## src/rtl/quadrature_gen.sv

```systemverilog
`default_nettype none
// ============================================================================
// Module   : quadrature_gen
// Brief    : Quadrature A/B generator; steps position toward target, one full
//            Gray-code cycle per count, with a programmable phase length.
// Revision : 1.0
// ============================================================================
module quadrature_gen #(
  parameter int WIDTH = 32,
  parameter int TW    = 32
) (
  input  logic             sys_clk,
  input  logic             sys_rst,
  input  logic             enable,
  input  logic [WIDTH-1:0] target,
  input  logic [TW-1:0]    quarter_cycles,
  input  logic             preset,
  input  logic [WIDTH-1:0] preset_value,
  output logic             A,
  output logic             B,
  output logic [WIDTH-1:0] position,
  output logic             busy,
  output logic             done
);

  typedef enum logic [2:0] {
    S_IDLE = 3'd0,
    S_PH1  = 3'd1,
    S_PH2  = 3'd2,
    S_PH3  = 3'd3,
    S_PH4  = 3'd4
  } state_t;

  localparam logic [WIDTH-1:0] C_POS_ONE = WIDTH'(1);
  localparam logic [TW-1:0]    C_TMR_ONE = TW'(1);

  state_t           state_q, state_d;
  logic [TW-1:0]    timer_q, timer_d;
  logic [TW-1:0]    qlen_q, qlen_d;
  logic             dir_q, dir_d;
  logic             a_q, a_d;
  logic             b_q, b_d;
  logic             busy_q, busy_d;
  logic             done_q, done_d;
  logic [WIDTH-1:0] pos_q, pos_d;

  logic             w_phase_end;
  logic [WIDTH-1:0] w_pos_step;

  // {A,B} for a given phase; down direction swaps channels, keeping 00 last.
  function automatic logic [1:0] phase_ab(input state_t s, input logic up);
    logic [1:0] ab;
    ab = 2'b00;
    case (s)
      S_PH1:   ab = up ? 2'b10 : 2'b01;
      S_PH2:   ab = 2'b11;
      S_PH3:   ab = up ? 2'b01 : 2'b10;
      default: ab = 2'b00;
    endcase
    return ab;
  endfunction

  assign w_phase_end = (timer_q == qlen_q);
  assign w_pos_step  = dir_q ? (pos_q + C_POS_ONE) : (pos_q - C_POS_ONE);

  always_ff @(posedge sys_clk or posedge sys_rst) begin
    if (sys_rst) begin
      state_q <= S_IDLE;
      timer_q <= '0;
      qlen_q  <= C_TMR_ONE;
      dir_q   <= 1'b0;
      a_q     <= 1'b0;
      b_q     <= 1'b0;
      busy_q  <= 1'b0;
      done_q  <= 1'b0;
      pos_q   <= '0;
    end else begin
      state_q <= state_d;
      timer_q <= timer_d;
      qlen_q  <= qlen_d;
      dir_q   <= dir_d;
      a_q     <= a_d;
      b_q     <= b_d;
      busy_q  <= busy_d;
      done_q  <= done_d;
      pos_q   <= pos_d;
    end
  end

  always_comb begin
    state_d = state_q;
    timer_d = timer_q;
    qlen_d  = qlen_q;
    dir_d   = dir_q;
    a_d     = a_q;
    b_d     = b_q;
    busy_d  = busy_q;
    done_d  = 1'b0;
    pos_d   = pos_q;

    case (state_q)
      S_IDLE: begin
        if (preset) begin
          pos_d = preset_value;
        end else if (enable && (target != pos_q)) begin
          dir_d         = (target > pos_q);
          qlen_d        = (quarter_cycles == '0) ? C_TMR_ONE : quarter_cycles;
          timer_d       = C_TMR_ONE;
          state_d       = S_PH1;
          busy_d        = 1'b1;
          {a_d, b_d}    = phase_ab(S_PH1, target > pos_q);
        end
      end
      S_PH1, S_PH2, S_PH3: begin
        if (w_phase_end) begin
          timer_d    = C_TMR_ONE;
          state_d    = state_t'(state_q + 3'd1);
          {a_d, b_d} = phase_ab(state_t'(state_q + 3'd1), dir_q);
        end else begin
          timer_d = timer_q + C_TMR_ONE;
        end
      end
      S_PH4: begin
        if (w_phase_end) begin
          timer_d    = C_TMR_ONE;
          state_d    = S_IDLE;
          busy_d     = 1'b0;
          {a_d, b_d} = 2'b00;
          pos_d      = w_pos_step;
          done_d     = (w_pos_step == target);
        end else begin
          timer_d = timer_q + C_TMR_ONE;
        end
      end
      default: begin
        state_d    = S_IDLE;
        busy_d     = 1'b0;
        {a_d, b_d} = 2'b00;
      end
    endcase
  end

  assign A        = a_q;
  assign B        = b_q;
  assign position = pos_q;
  assign busy     = busy_q;
  assign done     = done_q;

endmodule
`default_nettype wire
```

## config.mk

```make
export PLATFORM = sky130hd
export DESIGN_NAME = quadrature_gen
export DESIGN_NICKNAME = d
export VERILOG_FILES = /design/src/rtl/quadrature_gen.sv
export SDC_FILE = /design/constraint.sdc
export NUM_CORES = 1
export LEC_CHECK = 0
export ABC_AREA = 1
export ABC_CLOCK_PERIOD_IN_PS = 4290
export CORE_MARGIN = 4
export CORE_UTILIZATION = 45
export CTS_CLUSTER_SIZE = 16
export DETAILED_ROUTE_END_ITERATION = 16
export DONT_BUFFER_PORTS = 1
export SLEW_MARGIN = 15
export SYNTH_ARGS = -nofsm -noshare
export SYNTH_HDL_FRONTEND = slang
export SYNTH_SLANG_ARGS = --single-unit
```

## constraint.sdc

```tcl
create_clock -name sys_clk -period 4.29 [get_ports sys_clk]
set_input_delay 0.6435 -clock sys_clk [delete_from_list [all_inputs] [get_ports sys_clk]]
set_output_delay 0.6435 -clock sys_clk [all_outputs]
set_load 0.03 [all_outputs]
```

==> impl_metrics.yaml <==
sta:
  fin_crit_ps: 3330
  fin_worst_skew_ps: 24.5
  rsz0062_at_grt: "false"
  fin_setup_tns_ps: 0
  finalSetupViolations: 0
  slew_viol_final: 0
  slew_headroom: 0.449
  fin_crit_sh: 0.775
  worst_pin_slew_ps: 819
  fmax_mhz: 301
  final_hold_viol_count: 0
yosys:
  syn_area_mm2: 0.00961
  ys_ff_latch: 104
  synth-edff-count: 0
  syn_nets: 1623
  synth-seq-area-share: 0.271
  synth-main-ff-cell: "dfrtp_1"
  ys_async_sr_fraction: 1.00
  synth_cells: 1453
  avgSynthCellArea_um2: 6.61
  synthDistinctLibCells: 48
  yosysWarnings: 0
layout:
  fin_area_mm2: 0.0102
  layout.cells.non_filler: 1721
  nNetsFinal: 1611
  antenna_cells: 0
  drive_gt1_frac: 0.0754
  final_util: 0.484
  synthToLayoutAreaGrowth_pct: 5.94
cts:
  cts_resized: 0
  cts_buffers: 9
  postCtsSetupBuffers: 0
  worst_skew_pair.late_latency_ps: 380
  clock_path_buffers: 2
  cts_root_buf: "clkbuf_16"
  cts.sinks: 104
  holdBufCountCts: 0
  clk_pin_slew_ps: 100
  cts_tree: "yes"
  htree_levels: 3
drt:
  vias_per_cell: 5.41
  drc: 0
  drt_iter0_drc: 617
  ant_nets: 0
  num_vias: 9314
  drt-pass1-iter-count: 5
  post_drt_wl_per_cell_um: 18.3
  routed_wl_mm: 31.4
placed_design:
  dp_hpwl_mm: 25.6
  io_buffers: 0
  place_inst: 1705
  gp_congestion: 0.992
  placed_cell_area_mm2: 0.00987
die:
  core_area_mm2: 0.0210
  die_y_um: 154
  io_pins: 136
  die_area_mm2: 0.0238
  rows: 53
  initial_utilization: 0.457
  die_w_um: 154
power:
  p_per_area_mw_per_mm2: 885
  ir_drop_v: 0.000269
  total_power_mw: 9.01
  leakagePower_nw: 4.89
worst_setup_path:
  crit_arrival_ps: 3640
  reg2regPathDepth: 15
  r2r-start: "dir_q"
  start_kind: "register"
  crit_start: "dir_q"
  endpoint_kind: "register"
  crit_required_ps: 4600
  worst-path-max-fanout: 24
  critPathKind: "register to register"
  r2r_setup_slack_ps: 960
global_route:
  overflow: 0
  grt_max_degree: 47
  antenna_found_initial: 0
  grt_use_total: 0.265
  grt_pass1_vias: 9131
  grt_first_pass_wirelength_mm: 49.8
outcome:
  outcome: "finished clean"
flow_run:
  maxCapViolCount: 0
worst_hold_path:
  hold_path_class: "primary input to asynchronous set/reset pin"
## layout make-up
class | instances | area [um^2]
Sequential cell | 104 | 2600
Inverter | 184 | 693
Clock buffer | 9 | 225
Fill cell | 2140 | 10800
Timing Repair Buffer | 11 | 82.6
Multi-Input combinational cell | 1131 | 6140
Tap cell | 275 | 344
Clock inverter | 7 | 88.8
## routing by layer
metal | up-vias | track usage | wire (um)
li1 | 4706 | - | -
met1 | 4292 | 0.331 | 13100
met2 | 266 | 0.467 | 15800
met3 | 50 | 0.0383 | 1620
met4 | 0 | 0.0875 | 984
met5 | - | 0 | 0
## worst max-delay path, cell delays in order (launching register included)
cell	delay [ps]
dfrtp_1	520
inv_1	240
buf_4	290
ha_1	450
nand2_1	130
nor2_1	160
inv_1	110
nor4_2	370
nand3_1	230
nand3_1	180
nand2_1	70
nand2_1	100
nand3_1	90
nor2_1	110
nand3_1	90
nor2_1	90
## Yosys cell counts, types with 4 or more instances
library cell	n	area, um^2
a21oi_1	52	260
a21oi_2	7	61.3
buf_2	14	70.1
buf_4	4	30.0
clkbuf_1	10	37.5
dfrtp_1	103	2580
ha_1	69	863
inv_1	159	597
inv_2	24	90.1
nand2_1	481	1810
nand2_2	21	131
nand3_1	73	365
nand3b_1	22	165
nand4_1	14	87.6
nor2_1	97	364
nor2_2	8	50.1
nor3_1	46	230
nor3_2	4	40.0
nor4_1	17	106
o211ai_1	17	128
o21ai_0	67	335
o21ai_1	23	115
o22ai_1	16	100
xnor2_1	34	298
xor2_1	29	254
## cell usage in the layout, fill, tap and decap left out, types with 24 or more instances in the layout
master   netlist  final
o21ai_0       67     67
inv_2         24     24
ha_1          69     69
xor2_1        29     29
nor2_1        97     97
xnor2_1       34     34
a21oi_1       52     52
nand3_1       73     73
dfrtp_1      103    103
nand2_1      481    481
inv_1        159    158
nor3_1        46     46
## path summary, 6_finish.rpt
kind / endpoint
worst min-delay path: position[2]
worst max register to register: done
min in group sys_clk: qlen_q[19]
max in group asynchronous: A
worst max-delay path: done
worst min register to register: qlen_q[0]
## metrics by stage
stage	hold slack (ps)	worst slack, ps
floorplan	450	916
global placement	476	941
detailed placement	479	1030
CTS	142	1010
global route	163	699
finish	143	965
## cell families (layout without fill, tap and decap cells)
logic type | after synthesis | in the layout | synth area share
AND/OR/NAND/NOR | 802 | 802 | 0.369
buffers and inverters | 218 | 211 | 0.0913
AO/OA/AOI/OAI | 195 | 195 | 0.117
flip-flops | 104 | 104 | 0.271
adder cells (fa/ha/maj) | 70 | 70 | 0.0919
XOR/XNOR | 64 | 64 | 0.0598
## state kept, by name, summed over array words and instances (netlist names)
register	cells
position	32
qlen_q	32
timer_q	32
state_q	3
A	1
B	1
busy	1
dir_q	1
done	1
## power breakdown
| group | total, mW | switching, mW | internal, mW |
|---|---|---|---|
| sequential | 1.95 | 0.646 | 1.31 |
| clock | 0.928 | 0.501 | 0.427 |
| combinational | 6.13 | 4.12 | 2.01 |
| total | 9.01 | 5.27 | 3.75 |
Note: power is estimated with default switching activity, not from simulation.
